[config.mk]
export PLATFORM = sky130hd
export DESIGN_NAME = zrb_uart_tx_arbiter
export DESIGN_NICKNAME = d
export VERILOG_FILES = /design/src/rtl/zrb_uart_tx_arbiter.sv
export SDC_FILE = /design/constraint.sdc
export NUM_CORES = 1
export LEC_CHECK = 0
export ABC_AREA = 1
export CORE_UTILIZATION = 45
export DETAILED_ROUTE_END_ITERATION = 10
export PLACE_DENSITY = 0.81
export SYNTH_ARGS = -nofsm -noshare
export SYNTH_HDL_FRONTEND = slang
export SYNTH_SLANG_ARGS = --single-unit
[constraint.sdc]
create_clock -name clk -period 4.65 [get_ports clk]
set_clock_uncertainty 0.1 [all_clocks]
set_input_delay 0.465 -clock clk [delete_from_list [all_inputs] [get_ports clk]]
set_output_delay 0.465 -clock clk [all_outputs]
set_load 0.1 [all_outputs]
[src/rtl/zrb_uart_tx_arbiter.sv]
// Round-robin arbiter that shares one zrb_uart_tx between NUM_REQ byte-stream requesters.
// The winner keeps the transmitter for one packet: until its last byte or BURST_MAX bytes.
module zrb_uart_tx_arbiter #(
  parameter int unsigned NUM_REQ   = 4,
  parameter int unsigned BURST_MAX = 16
) (
  input  logic                 clk,
  input  logic                 reset_n,
  input  logic [NUM_REQ-1:0]   req,
  input  logic [NUM_REQ-1:0]   last,
  input  logic [8*NUM_REQ-1:0] data_in,
  output logic [NUM_REQ-1:0]   ack,
  output logic [NUM_REQ-1:0]   grant,
  input  logic                 uart_clk_en,
  input  logic                 uart_busy,
  output logic                 uart_write,
  output logic [7:0]           uart_data,
  output logic                 active
);

  localparam int unsigned IdxW = (NUM_REQ > 1) ? $clog2(NUM_REQ) : 1;
  localparam int unsigned CntW = $clog2(BURST_MAX + 1);

  typedef enum logic [1:0] {StIdle, StLoad, StSend, StRelease} state_e;

  state_e              state_q, state_d;
  logic [NUM_REQ-1:0]  grant_q, grant_d, pick_oh;
  logic [IdxW-1:0]     owner_q, owner_d, rr_q, rr_d, pick;
  logic [CntW-1:0]     count_q, count_d, count_inc;
  logic                last_q, last_d, write_q, write_d;
  logic [7:0]          data_q, data_d, sel_data;
  logic                sel_req, sel_last, found, accept;

  // Same condition under which uart_tx loads the byte.
  assign accept    = write_q & uart_clk_en & ~uart_busy;
  assign count_inc = count_q + CntW'(1);

  // First requester above the round-robin pointer, wrapping.
  always_comb begin
    int unsigned idx;
    idx   = 0;
    found = 1'b0;
    pick  = rr_q;
    for (int unsigned i = 1; i <= NUM_REQ; i++) begin
      idx = (32'(rr_q) + i) % NUM_REQ;
      if (!found && req[idx]) begin
        found = 1'b1;
        pick  = IdxW'(idx);
      end
    end
  end

  always_comb begin
    pick_oh  = '0;
    sel_data = 8'h00;
    sel_req  = 1'b0;
    sel_last = 1'b0;
    for (int unsigned i = 0; i < NUM_REQ; i++) begin
      pick_oh[i] = (pick == IdxW'(i));
      if (owner_q == IdxW'(i)) begin
        sel_data = data_in[8*i +: 8];
        sel_req  = req[i];
        sel_last = last[i];
      end
    end
  end

  always_comb begin
    state_d = state_q;
    grant_d = grant_q;
    owner_d = owner_q;
    rr_d    = rr_q;
    count_d = count_q;
    last_d  = last_q;
    write_d = write_q;
    data_d  = data_q;
    unique case (state_q)
      StIdle: begin
        if (found) begin
          grant_d = pick_oh;
          owner_d = pick;
          count_d = '0;
          state_d = StLoad;
        end
      end
      StLoad: begin
        if (sel_req) begin
          data_d  = sel_data;
          last_d  = sel_last;
          write_d = 1'b1;
          state_d = StSend;
        end else begin
          state_d = StRelease;
        end
      end
      StSend: begin
        if (accept) begin
          write_d = 1'b0;
          count_d = count_inc;
          state_d = (last_q || count_inc == CntW'(BURST_MAX)) ? StRelease : StLoad;
        end
      end
      StRelease: begin
        grant_d = '0;
        rr_d    = owner_q;
        state_d = StIdle;
      end
      default: state_d = StIdle;
    endcase
  end

  always_ff @(posedge clk or negedge reset_n) begin
    if (!reset_n) begin
      state_q <= StIdle;
      grant_q <= '0;
      owner_q <= '0;
      rr_q    <= IdxW'(NUM_REQ - 1);
      count_q <= '0;
      last_q  <= 1'b0;
      write_q <= 1'b0;
      data_q  <= 8'h00;
    end else begin
      state_q <= state_d;
      grant_q <= grant_d;
      owner_q <= owner_d;
      rr_q    <= rr_d;
      count_q <= count_d;
      last_q  <= last_d;
      write_q <= write_d;
      data_q  <= data_d;
    end
  end

  assign ack        = (accept && state_q == StSend) ? grant_q : '0;
  assign grant      = grant_q;
  assign uart_write = write_q;
  assign uart_data  = data_q;
  assign active     = (state_q != StIdle);

endmodule

### Word level (Yosys, flattened, before mapping)

Cells that the tools add are included.

* flip-flop bits (word level): 25
* input port bits: 44
* output and inout port bits: 18
* logic and storage cells: 96

* add/sub/neg operators: 5
* bitwise logic cells: 3
* multiplexer cells: 42
* reduce and logical (&&, ||, !) cells: 21
* $lt $le $gt $ge: 4
* equality and inequality tests: 13

Operators by type and width (number)
* 2-to-1 mux 8 bit: 4
* 2-to-1 mux 1 bit: 19
* 2-to-1 mux 2 bit: 7
* equality test 2 bit (second input constant): 6
* < comparator 2 x 3 -> 1 bit (second input constant): 4
* 2-to-1 mux 5 bit: 2
* case mux 5 bit (2 select lines): 1
* binary-select mux 1 bit (select 2 bit): 4
* 2-to-1 mux 4 bit: 2
* case mux 2 bit (4 select lines): 1
* case mux 4 bit (2 select lines): 1
* AND reduction 2 bit: 4
* nonzero test 2 bit: 4
* equality test 2 x 1 -> 1 bit (second input constant): 3
* zero test 2 bit: 3
* inequality test 2 bit (second input constant): 3
* AND reduction 3 bit: 2
* adder 5 x 1 -> 5 bit (second input constant): 1
* equality test 5 bit (second input constant): 1
* adder 2 x 1 -> 2 bit (second input constant): 2
* adder 2 bit (second input constant): 2
* logical AND 1 bit: 4
* zero test 1 bit: 3
* bitwise AND 1 bit: 2
* 3 further kinds: 3

### Longest topological paths before layout

Gate-level depths: netlist (run 1).

* depth after elaboration: 16
* mapped depth: 13
* depth with buffers taken out: 12

### Worst setup path after synthesis (run 1)

No wires, ideal clock.

* kind: register -> output
* start: register write_q (netlist: uart_write)
* end: output port ack[0]
* path buffers: 0
* required time: 4085 ps
* data arrival time: 2771 ps
* stages on the path, launching flop included: 7
* setup slack: 1314 ps
* cells stage by stage: dfrtp_1 -> inv_1 -> nor3_1 -> inv_1 -> nor2_2 -> inv_2 -> nor2_1

* word-level cells in the longest chain between the ends: 4

Ends and longest elaborated chain
* start, declared: RTL line 30 `logic last_q, last_d, write_q, write_d;`
* start signal, assigned: RTL line 129 `write_q <= write_d;`
* bitwise AND 1 bit (2 in series): RTL line 35 `assign accept = write_q & uart_clk_en & ~uart_busy;`
* logical AND 1 bit: RTL line 134 `assign ack = (accept && state_q == StSend) ? grant_q : '0;`
* 2-to-1 mux 4 bit: RTL line 134
* end, declared: RTL line 12 `output logic [NUM_REQ-1:0] ack,`

Every way passes these cells.

### Worst setup path in the final report (run 1)

* start: input port uart_clk_en
* end: output port ack[3]

* word-level cells in the longest chain between the ends: 4

Ends and longest elaborated chain
* start, declared: RTL line 14 `input logic uart_clk_en,`
* bitwise AND 1 bit (2 in series): RTL line 35
* logical AND 1 bit: RTL line 134
* 2-to-1 mux 4 bit: RTL line 134

Every way passes these cells.

==> results of run 1 <==
[metal layers]
layer / up-vias / global-route usage, % / part of all wire, %
met3: 5 / 4.53 / 6.4
met5: - / 0 / 0
li1: 899 / - / -
met2: 71 / 34.3 / 45
met1: 748 / 26.3 / 47
met4: 0 / 4.65 / 0.82
[path summary, 6_finish.rpt]
check | end | slack, ps
max | ack[3] | 1310
min | uart_data[5] | 400
max reg2reg | grant[1] | 2700
min reg2reg | uart_data[5] | 400
max in group asynchronous | uart_data[6] | 3170
min in group asynchronous | grant[3] | 660
[placed cells by master, fill, tap and decap left out]
cell,count
sky130_fd_sc_hd__a221oi_1,3
sky130_fd_sc_hd__o21ai_0,7
sky130_fd_sc_hd__nor2_1,8
sky130_fd_sc_hd__nor2_4,3
sky130_fd_sc_hd__o21ai_1,11
sky130_fd_sc_hd__a21oi_1,8
sky130_fd_sc_hd__clkinv_1,2
sky130_fd_sc_hd__nand2_2,6
sky130_fd_sc_hd__clkbuf_1,1
sky130_fd_sc_hd__inv_4,1
sky130_fd_sc_hd__clkbuf_8,3
sky130_fd_sc_hd__dfrtp_1,23
sky130_fd_sc_hd__clkdlybuf4s50_1,61
sky130_fd_sc_hd__inv_1,24
sky130_fd_sc_hd__nand2_4,3
sky130_fd_sc_hd__nand3_4,1
sky130_fd_sc_hd__nor2_2,1
sky130_fd_sc_hd__dfstp_2,2
sky130_fd_sc_hd__nor3_1,1
sky130_fd_sc_hd__nand2_1,94
sky130_fd_sc_hd__o211ai_1,1
sky130_fd_sc_hd__nand4_1,1
sky130_fd_sc_hd__ha_1,1
sky130_fd_sc_hd__xor2_1,3
sky130_fd_sc_hd__nand3_1,29
sky130_fd_sc_hd__nand3_2,3
sky130_fd_sc_hd__inv_2,4
[power by group through the flow]
stage	Sequential (mW)	Combinational [mW]	Clock [mW]
after CTS	0.387	1.14	0.132
after floorplan	0.670	0.612	0
final	0.388	1.13	0.127
after detailed placement	0.390	1.13	0
after global routing	0.400	1.24	0.141
after global placement	0.386	1.12	0
[registers in the layout, indices dropped and copies added (netlist names)]
signal      count
grant           4
last_q          1
count_q         5
state_q         2
owner_q         2
uart_data       8
rr_q            2
uart_write      1
[cell type report]
| class | count | area [um^2] | area share, % |
|---|---|---|---|
| flip-flops and latches | 25 | 628 | 26.6 |
| multi-input cells | 184 | 901 | 38.2 |
| well taps | 46 | 57.6 | 2.44 |
| clock buffers | 4 | 45.0 | 1.91 |
| inverters | 31 | 119 | 5.03 |
| repair buffers | 61 | 611 | 25.9 |
[worst register-to-register path, delay by kind of cell, from the launching register on]
family,cells,cell delay [ps]
buffers and inverters,2,230
flip-flops,1,660
AND/OR/NAND/NOR,9,860
[cell families after synthesis]
group,Yosys count,share of synthesized area [%]
compound gates,30,9.77
simple gates,150,41.6
flops,25,37.4
buf+inv,34,8.87
fa+ha+maj,1,0.746
xor+xnor,3,1.57
==> impl_metrics.tcl, run 1 <==
set metrics [dict create \
    outcome "completed" \
    timing.hold.worst.class "reg2reg" \
    worst_path_largest_cell_delay_ps 1130 \
    synth_flop_cell "sky130_fd_sc_hd__dfrtp_1" \
    final_min_period_over_clock_period_pct 71.9 \
    switching_power_mw 0.957 \
    timing.critical_path.max_delay_family "buffers and inverters" \
    finalWirelength_um 3760 \
    ctsLongestPathBuffers 2 \
    internal_power_mw 0.686 \
    timing.hold.ws_ps 404 \
    placedInstanceArea_mm2 0.00232 \
    syn-cell-area_mm2 0.00168 \
    overflow 0 \
    postLayoutSetupSlackWorst_ps 1310 \
    fillCellCount 280 \
    post_synthesis_cell_type_with_the_largest_combined_area "sky130_fd_sc_hd__dfrtp_1" \
    postCtsSetupRepairBufs 0 \
    timing.hold.worst_path_depth 2 \
    synthCells 243 \
    pwr_density_mw_per_mm2 696 \
    tightestPinTransition_ps 1030 \
    stdcell_count 351 \
    post_synth_num_cell_types 26 \
    ys_top_cells_by_count "sky130_fd_sc_hd__nand2_1 (94), sky130_fd_sc_hd__nand3_1 (29), sky130_fd_sc_hd__inv_1 (24), sky130_fd_sc_hd__dfrtp_1 (23), sky130_fd_sc_hd__o21ai_1 (11)" \
    drc 0 \
    worst_r2r_startpoint "rr_q[0]" \
    share_clk_of_total_power_pct 7.7 \
    kind_of_start_point_of_the_critical_path "primary input" \
    slew_viol_final 0 \
    vias 1723 \
    vdd_ir_drop_max_mv 0.316 \
    overall_power_consumption_mw 1.64 \
    hold_viol 0 \
    synthToLayoutAreaGrowth_pct 40.7 \
    grt_pass1_wl_um 6560 \
    ys_seq_elements 25 \
    comb_pwr_share_pct 68.7 \
    die_y_um 63.1 \
    first_global_vias 1589 \
    cts_root_buffer "sky130_fd_sc_hd__clkbuf_8" \
    num-nets-final 351 \
    fmax_mhz 299 \
    yosys_warnings 0 \
    grt_start_max_net_pins 26 \
    fraction_of_layout_instances_using_a_drive_strength_above_1_pct 8.85 \
    fp.dieArea_mm2 0.00398 \
    tritoncts.num_buffers 3 \
    synth_edf_count 0 \
    switching_share_pct 58.2 \
    drv.max_cap_violation_count 0 \
    holdBufCountCts 0 \
    dp_cells 347 \
    timing.critical_path.from "uart_clk_en" \
    clock_sink_count 25 \
    timing.critical_path.slowest_stage_cell "sky130_fd_sc_hd__clkdlybuf4s50_1" \
    placement.setup.worst_slack_ps 1330 \
    post-route-min-period_ps 3340 \
    rows 21 \
    worst_r2r_path_depth 11 \
    slew-limit-headroom_pct 30.9 \
    global_route.usage.total_pct 20.3 \
    critical_path.cell_chain "clkdlybuf4s50_1, inv_1, nor3_1, inv_1, nor2_2, inv_2, nor2_1, clkdlybuf4s50_1" \
    post_drt_wl_per_cell_um 10.7 \
    endpoint_arrival_time_on_the_critical_path_ps 2780 \
    synth_top_area_cells "sky130_fd_sc_hd__dfrtp_1 (34%), sky130_fd_sc_hd__nand2_1 (21%), sky130_fd_sc_hd__nand3_1 (8.7%)" \
    core_region_area_mm2 0.00344 \
    dp.final_hpwl_um 3040 \
    worstPathMaxFanout 10 \
    power.sequential.fraction_pct 23.6 \
    clock_latency_reported_for_the_late_side_of_the_worst_skew_pair_ps 270 \
    post-route-util_pct 68.6 \
    drt_iter0_drc 106 \
    drt_first_pass_iters 4 \
    antenna_violating_nets_post_route 0 \
    critical_path_cell_count 8 \
    grt_antenna_before_repair 0 \
    die_wd_um 63.1 \
    worstPathBufferInverterCount 5 \
    place.port_buffers 61 \
    tritoncts "done" \
    yosysMostFrequentCell "sky130_fd_sc_hd__nand2_1" \
    final_design_area_no_fill_mm2 0.00236 \
    timing_worst_setup_path_type "in2out" \
    timing.setup.tns_ps 0 \
    unrepaired_setup_endpoints_after_global_routing "no" \
    htree_levels 1 \
    synth.net_count 288 \
    share_of_the_yosys_chip_area_belonging_to_registers_pct 37.4 \
    end_kind "output pin" \
    cp.required_ps 4090 \
    n_antenna_cell 0 \
    ios 62 \
    total_leakage_power_nw 1.14 \
    cts.repair.resized 0 \
    hold_path.startpoint "uart_data[5]" \
    gp_congestion 0.844 \
    initial_core_utilization_pct 48.7 \
    synthesis.area_per_instance_um2 6.90 \
    finish_stage_setup_viols 0 \
    viasPerCell 4.91 \
    worst_setup_hold_path_clk_slew_ps 80 \
    synth_async_sr_flop_share_pct 100 \
    synth_largest_type_area_fraction_pct 34.3 \
]
Power figures use the tool's default switching activity.
==> inputs of run 2 (changes only) <==
CORE_UTILIZATION = 44   (was 45)
PLACE_DENSITY = 0.79   (was 0.81)
clock period = 3.4 ns   (was 4.65 ns; I/O delays follow)
==> run 2 against run 1 <==
Compared with the run above:
- combinational power up 37%
- count of clock-buffer cells in the layout is 1 lower
- first-iteration DRC count shrank 13%
- sequential power up 36%
- routed wire length down 0.61%
- worst hold slack worse by 5.7 ps
- non-clock buffer count is 1 higher
- worst setup slack lost 210 ps
- via count fell by 0.29%
- cell count grew 0.85%
- critical path depth is 1 lower
- critical endpoint is now ack[0]
==> impl_metrics.tcl, run 2 (synthesized netlist as in run 1, its figures left out) <==
set metrics [dict create \
    viasPerCell 4.85 \
    n_antenna_cell 0 \
    grt_pass1_wl_um 6870 \
    tritoncts "done" \
    slew-limit-headroom_pct 29.8 \
    worstPathMaxFanout 10 \
    dp.final_hpwl_um 3030 \
    drt_first_pass_iters 4 \
    drv.max_cap_violation_count 0 \
    place.port_buffers 61 \
    hold_path.startpoint "uart_data[0]" \
    leading_cell_types_in_the_layout_fill_and_taps_excluded "sky130_fd_sc_hd__nand2_1 (94), sky130_fd_sc_hd__clkdlybuf4s50_1 (56), sky130_fd_sc_hd__nand3_1 (29)" \
    vdd_ir_drop_max_mv 0.475 \
    fp.dieArea_mm2 0.00406 \
    clock_latency_reported_for_the_late_side_of_the_worst_skew_pair_ps 270 \
    kind_of_start_point_of_the_critical_path "register" \
    post-route-min-period_ps 2300 \
    ios 62 \
    cts.repair.resized 0 \
    timing_worst_setup_path_type "reg2out" \
    postCtsSetupRepairBufs 0 \
    tightestPinTransition_ps 1050 \
    htree_levels 1 \
    register_to_register_setup_slack_ps 1480 \
    tritoncts.num_buffers 3 \
    slew_viol_final 0 \
    timing.critical_path.from "state_q[1]" \
    overall_power_consumption_mw 2.25 \
    cp.required_ps 2960 \
    grt_antenna_before_repair 0 \
    antenna_violating_nets_post_route 0 \
    overflow 0 \
    worst_r2r_startpoint "rr_q[0]" \
    pwr_density_mw_per_mm2 954 \
    clock_sink_count 25 \
    post_drt_wl_per_cell_um 10.6 \
    largest_register_ffs 8 \
    endpoint_arrival_time_on_the_critical_path_ps 1860 \
    multi_input_comb_area_um2 901 \
    core_region_area_mm2 0.00366 \
    synthToLayoutAreaGrowth_pct 40.8 \
    fmax_mhz 435 \
    gp_congestion 0.841 \
    vias 1718 \
    fraction_of_layout_instances_using_a_drive_strength_above_1_pct 11.1 \
    unrepaired_setup_endpoints_after_global_routing "no" \
    worstReg2RegEnd "grant[1]" \
    outcome "completed" \
    timing.hold.worst.class "reg2reg" \
    timing.setup.tns_ps 0 \
    grt_start_max_net_pins 25 \
    holdBufCountCts 0 \
    post-route-util_pct 64.5 \
    rows 22 \
    initial_core_utilization_pct 45.8 \
    num-nets-final 352 \
    global_route.usage.total_pct 20.9 \
    layout.area.seq_um2 628 \
    hold_viol 0 \
    die_wd_um 63.8 \
    finalWirelength_um 3740 \
    first_global_vias 1666 \
    layout.cells.most_common "sky130_fd_sc_hd__nand2_1" \
    hold_end "uart_data[0]" \
    end_kind "output pin" \
    timing.hold.worst_path_depth 2 \
    drc 0 \
    die_y_um 63.8 \
    worst_setup_hold_path_clk_slew_ps 90 \
    finish_stage_setup_viols 0 \
    total_leakage_power_nw 1.16 \
    drt_iter0_drc 92 \
    cts_root_buffer "sky130_fd_sc_hd__clkbuf_8" \
    fillCellCount 328 \
    worst_r2r_path_depth 11 \
    ctsLongestPathBuffers 2 \
    final_min_period_over_clock_period_pct 67.6 \
]
-- run 2: worst max-delay path by stage --
stage,to,slack [ps],cells past startpoint
detailed placement,ack[2],1150,8
finish,ack[0],1100,7
global placement,ack[3],1200,8
floorplan,ack[0],190,6
CTS,ack[2],1120,7
global route,ack[1],1000,7
-- run 2: per-stage QoR --
step / cells / cell area (um^2) / setup WS [ps] / hold slack (ps)
5_1_grt: 354 / 2360 / 1000 / 433
6_report: 354 / 2360 / 1100 / 398
4_1_cts: 354 / 2360 / 1120 / 405
2_1_floorplan: 243 / 1680 / 189 / -55.6
3_5_place_dp: 350 / 2310 / 1150 / 382
3_3_place_gp: 350 / 2310 / 1200 / 372
-- run 2: layout make-up --
cell class / count / area share (%)
multi-input combinational: 184 / 38.1
clock inverter: 1 / 0.318
inverter: 31 / 5.03
clock buffer: 3 / 1.75
timing repair buffer: 62 / 25.6
tap: 48 / 2.54
sequential: 25 / 26.6
-- run 2: power breakdown --
group	switching, mW	internal [mW]
sequential	0.111	0.416
clock	0.0993	0.0831
combinational	1.11	0.436
total	1.32	0.936
-- run 2: metal layers --
| metal | vias up | GRT usage [%] | wire length (um) |
|---|---|---|---|
| met3 | 3 | 2.14 | 172 |
| met1 | 754 | 26.1 | 1760 |
| met4 | 0 | 6.53 | 16 |
| li1 | 902 | - | - |
| met5 | - | 0 | 0 |
| met2 | 59 | 37.5 | 1790 |
-- run 2: worst max-delay path, stage by stage (launching register included) --
cell and delay, ps:
sky130_fd_sc_hd__dfrtp_1 400, sky130_fd_sc_hd__inv_1 100, sky130_fd_sc_hd__nor2_1 280, sky130_fd_sc_hd__inv_1 120, sky130_fd_sc_hd__nor2_2 180, sky130_fd_sc_hd__inv_2 110
sky130_fd_sc_hd__nor2_1 100, sky130_fd_sc_hd__buf_4 290
==> inputs of run 3 (changes only) <==
clock period = 2.3 ns   (was 3.4 ns; I/O delays follow)
==> run 3 against run 2 <==
Compared with the run above:
- the flow now finishes with violations (DRC)
- register-to-register slack lost 1100 ps
- sequential share of layout area shrank 0.53 points
- sequential cell count is the same
- final area grew 2.2%
- clock power grew 44%
- combinational power grew 48%
- utilization grew 1.4 points
- critical endpoint is now count_q[4]
- largest power group unchanged
==> impl_metrics.tcl, run 3 (synthesized netlist as in run 1, its figures left out) <==
set metrics [dict create \
    outcome "complete, but fails checks" \
    violated_checks "DRC" \
    viasPerCell 4.90 \
    post-route-util_pct 66.0 \
    htree_levels 1 \
    place.port_buffers 61 \
    postCtsSetupRepairBufs 0 \
    timing.hold.worst.class "in2async" \
    synthToLayoutAreaGrowth_pct 43.9 \
    cp.required_ps 2360 \
    drt_iter0_drc 74 \
    dp_cells 351 \
    grt_start_max_net_pins 20 \
    clock_sink_count 25 \
    tritoncts.num_buffers 3 \
    fraction_of_layout_instances_using_a_drive_strength_above_1_pct 16.9 \
    overall_power_consumption_mw 3.34 \
    internal_power_mw 1.37 \
    final_min_period_over_clock_period_pct 85.0 \
    placedInstanceArea_mm2 0.00237 \
    vdd_ir_drop_max_mv 0.531 \
    unrepaired_setup_endpoints_after_global_routing "no" \
    drc 1 \
    timing_worst_setup_path_type "reg2reg" \
    worst_setup_hold_path_clk_slew_ps 90 \
    final_design_area_no_fill_mm2 0.00241 \
    fp.dieArea_mm2 0.00406 \
    tightestPinTransition_ps 493 \
    ios 62 \
    worstPathMaxFanout 12 \
    num-nets-final 353 \
    die_y_um 63.8 \
    finish_stage_setup_viols 0 \
    die_wd_um 63.8 \
    switching_power_mw 1.97 \
    ctsLongestPathBuffers 2 \
    slew-limit-headroom_pct 67.0 \
    slew_viol_final 0 \
    drv.max_cap_violation_count 0 \
    comb_pwr_share_pct 68.6 \
    first_global_vias 1681 \
    n_antenna_cell 0 \
    fillCellCount 336 \
    dp.final_hpwl_um 3170 \
    core_region_area_mm2 0.00366 \
    grt_pass1_wl_um 7050 \
    share_clk_of_total_power_pct 7.8 \
    post_drt_wl_per_cell_um 11.1 \
    kind_of_start_point_of_the_critical_path "register" \
    finalWirelength_um 3930 \
    holdBufCountCts 0 \
    timing.hold.ws_ps 185 \
    overflow 0 \
    switching_share_pct 59.0 \
    initial_core_utilization_pct 45.8 \
    fmax_mhz 512 \
    post-route-min-period_ps 1950 \
    antenna_violating_nets_post_route 0 \
    postLayoutSetupSlackWorst_ps 346 \
    leading_cell_types_in_the_layout_fill_and_taps_excluded "sky130_fd_sc_hd__nand2_1 (94), sky130_fd_sc_hd__clkdlybuf4s50_1 (43), sky130_fd_sc_hd__nand3_1 (29)" \
    endpoint_arrival_time_on_the_critical_path_ps 2020 \
    pwr_density_mw_per_mm2 1380 \
    grt_antenna_before_repair 0 \
    global_route.usage.total_pct 21.6 \
    hold_viol 0 \
    layout.cells.most_common "sky130_fd_sc_hd__nand2_1" \
    rows 22 \
    vias 1740 \
    total_leakage_power_nw 1.19 \
    end_kind "register" \
    largest_register_ffs 8 \
    gp_congestion 0.866 \
    placement.setup.worst_slack_ps 358 \
    timing.setup.tns_ps 0 \
    tritoncts "done" \
    stdcell_count 355 \
    drt_first_pass_iters 7 \
    power.sequential.fraction_pct 23.5 \
    clock_latency_reported_for_the_late_side_of_the_worst_skew_pair_ps 270 \
    cts.repair.resized 0 \
    cts_root_buffer "sky130_fd_sc_hd__clkbuf_8" \
]
## run 3: changes by cell type in the layout (fill, tap and decap cells not counted), moves of 4 or more
cell,before,now
sky130_fd_sc_hd__buf_12,0,4
sky130_fd_sc_hd__clkdlybuf4s50_1,56,43
sky130_fd_sc_hd__buf_4,6,16
sky130_fd_sc_hd__nor2_4,3,7
sky130_fd_sc_hd__nor2_1,8,4
## run 3: worst paths after layout
kind | start | to | slack [ps] | cells after the start
min in group clk | uart_data[7] | uart_data[7] | 390 | 2
hold reg to reg | uart_data[7] | uart_data[7] | 390 | 2
setup reg to reg | rr_q[0] | count_q[4] | 350 | 11
setup / recovery | rr_q[0] | count_q[4] | 350 | 11
max in group asynchronous | reset_n | rr_q[0] | 1270 | 2
hold / removal | reset_n | uart_data[6] | 190 | 1
## run 3: cell type report
cell class,count,area [um^2],share of cell area (%)
Tap cell,48,60.1,2.49
Timing Repair Buffer,63,631,26.1
Inverter,31,119,4.92
Sequential cell,25,629,26.1
Multi-Input combinational cell,184,931,38.5
Clock buffer,4,45.0,1.87
## run 3: worst max-delay path, cell delays in order, from the launching register on
cell and delay (ps):
sky130_fd_sc_hd__dfstp_2 670, sky130_fd_sc_hd__inv_4 80, sky130_fd_sc_hd__nand2_1 80, sky130_fd_sc_hd__nand2_2 90
sky130_fd_sc_hd__nand2_4 90, sky130_fd_sc_hd__nand2_4 70, sky130_fd_sc_hd__nor2_4 90, sky130_fd_sc_hd__nand3_2 80
sky130_fd_sc_hd__nand2_2 190, sky130_fd_sc_hd__nand2_1 130, sky130_fd_sc_hd__nand2_1 100, sky130_fd_sc_hd__nand2_1 70
## run 3: power groups by stage
| stage | clock (mW) | combinational (mW) | sequential (mW) |
|---|---|---|---|
| finish | 0.262 | 2.29 | 0.787 |
| global route | 0.279 | 2.53 | 0.814 |
| CTS | 0.269 | 2.31 | 0.785 |
| detailed placement | 0 | 2.31 | 0.789 |
| global placement | 0 | 2.27 | 0.781 |
| floorplan | 0 | 1.25 | 1.36 |
## run 3: layer usage
metal,GRT usage (%),vias up,wire (um)
li1,-,903,-
met1,28.5,774,1800
met2,36.7,56,1890
met3,2.86,7,178
met4,6.53,0,60
met5,0,-,0
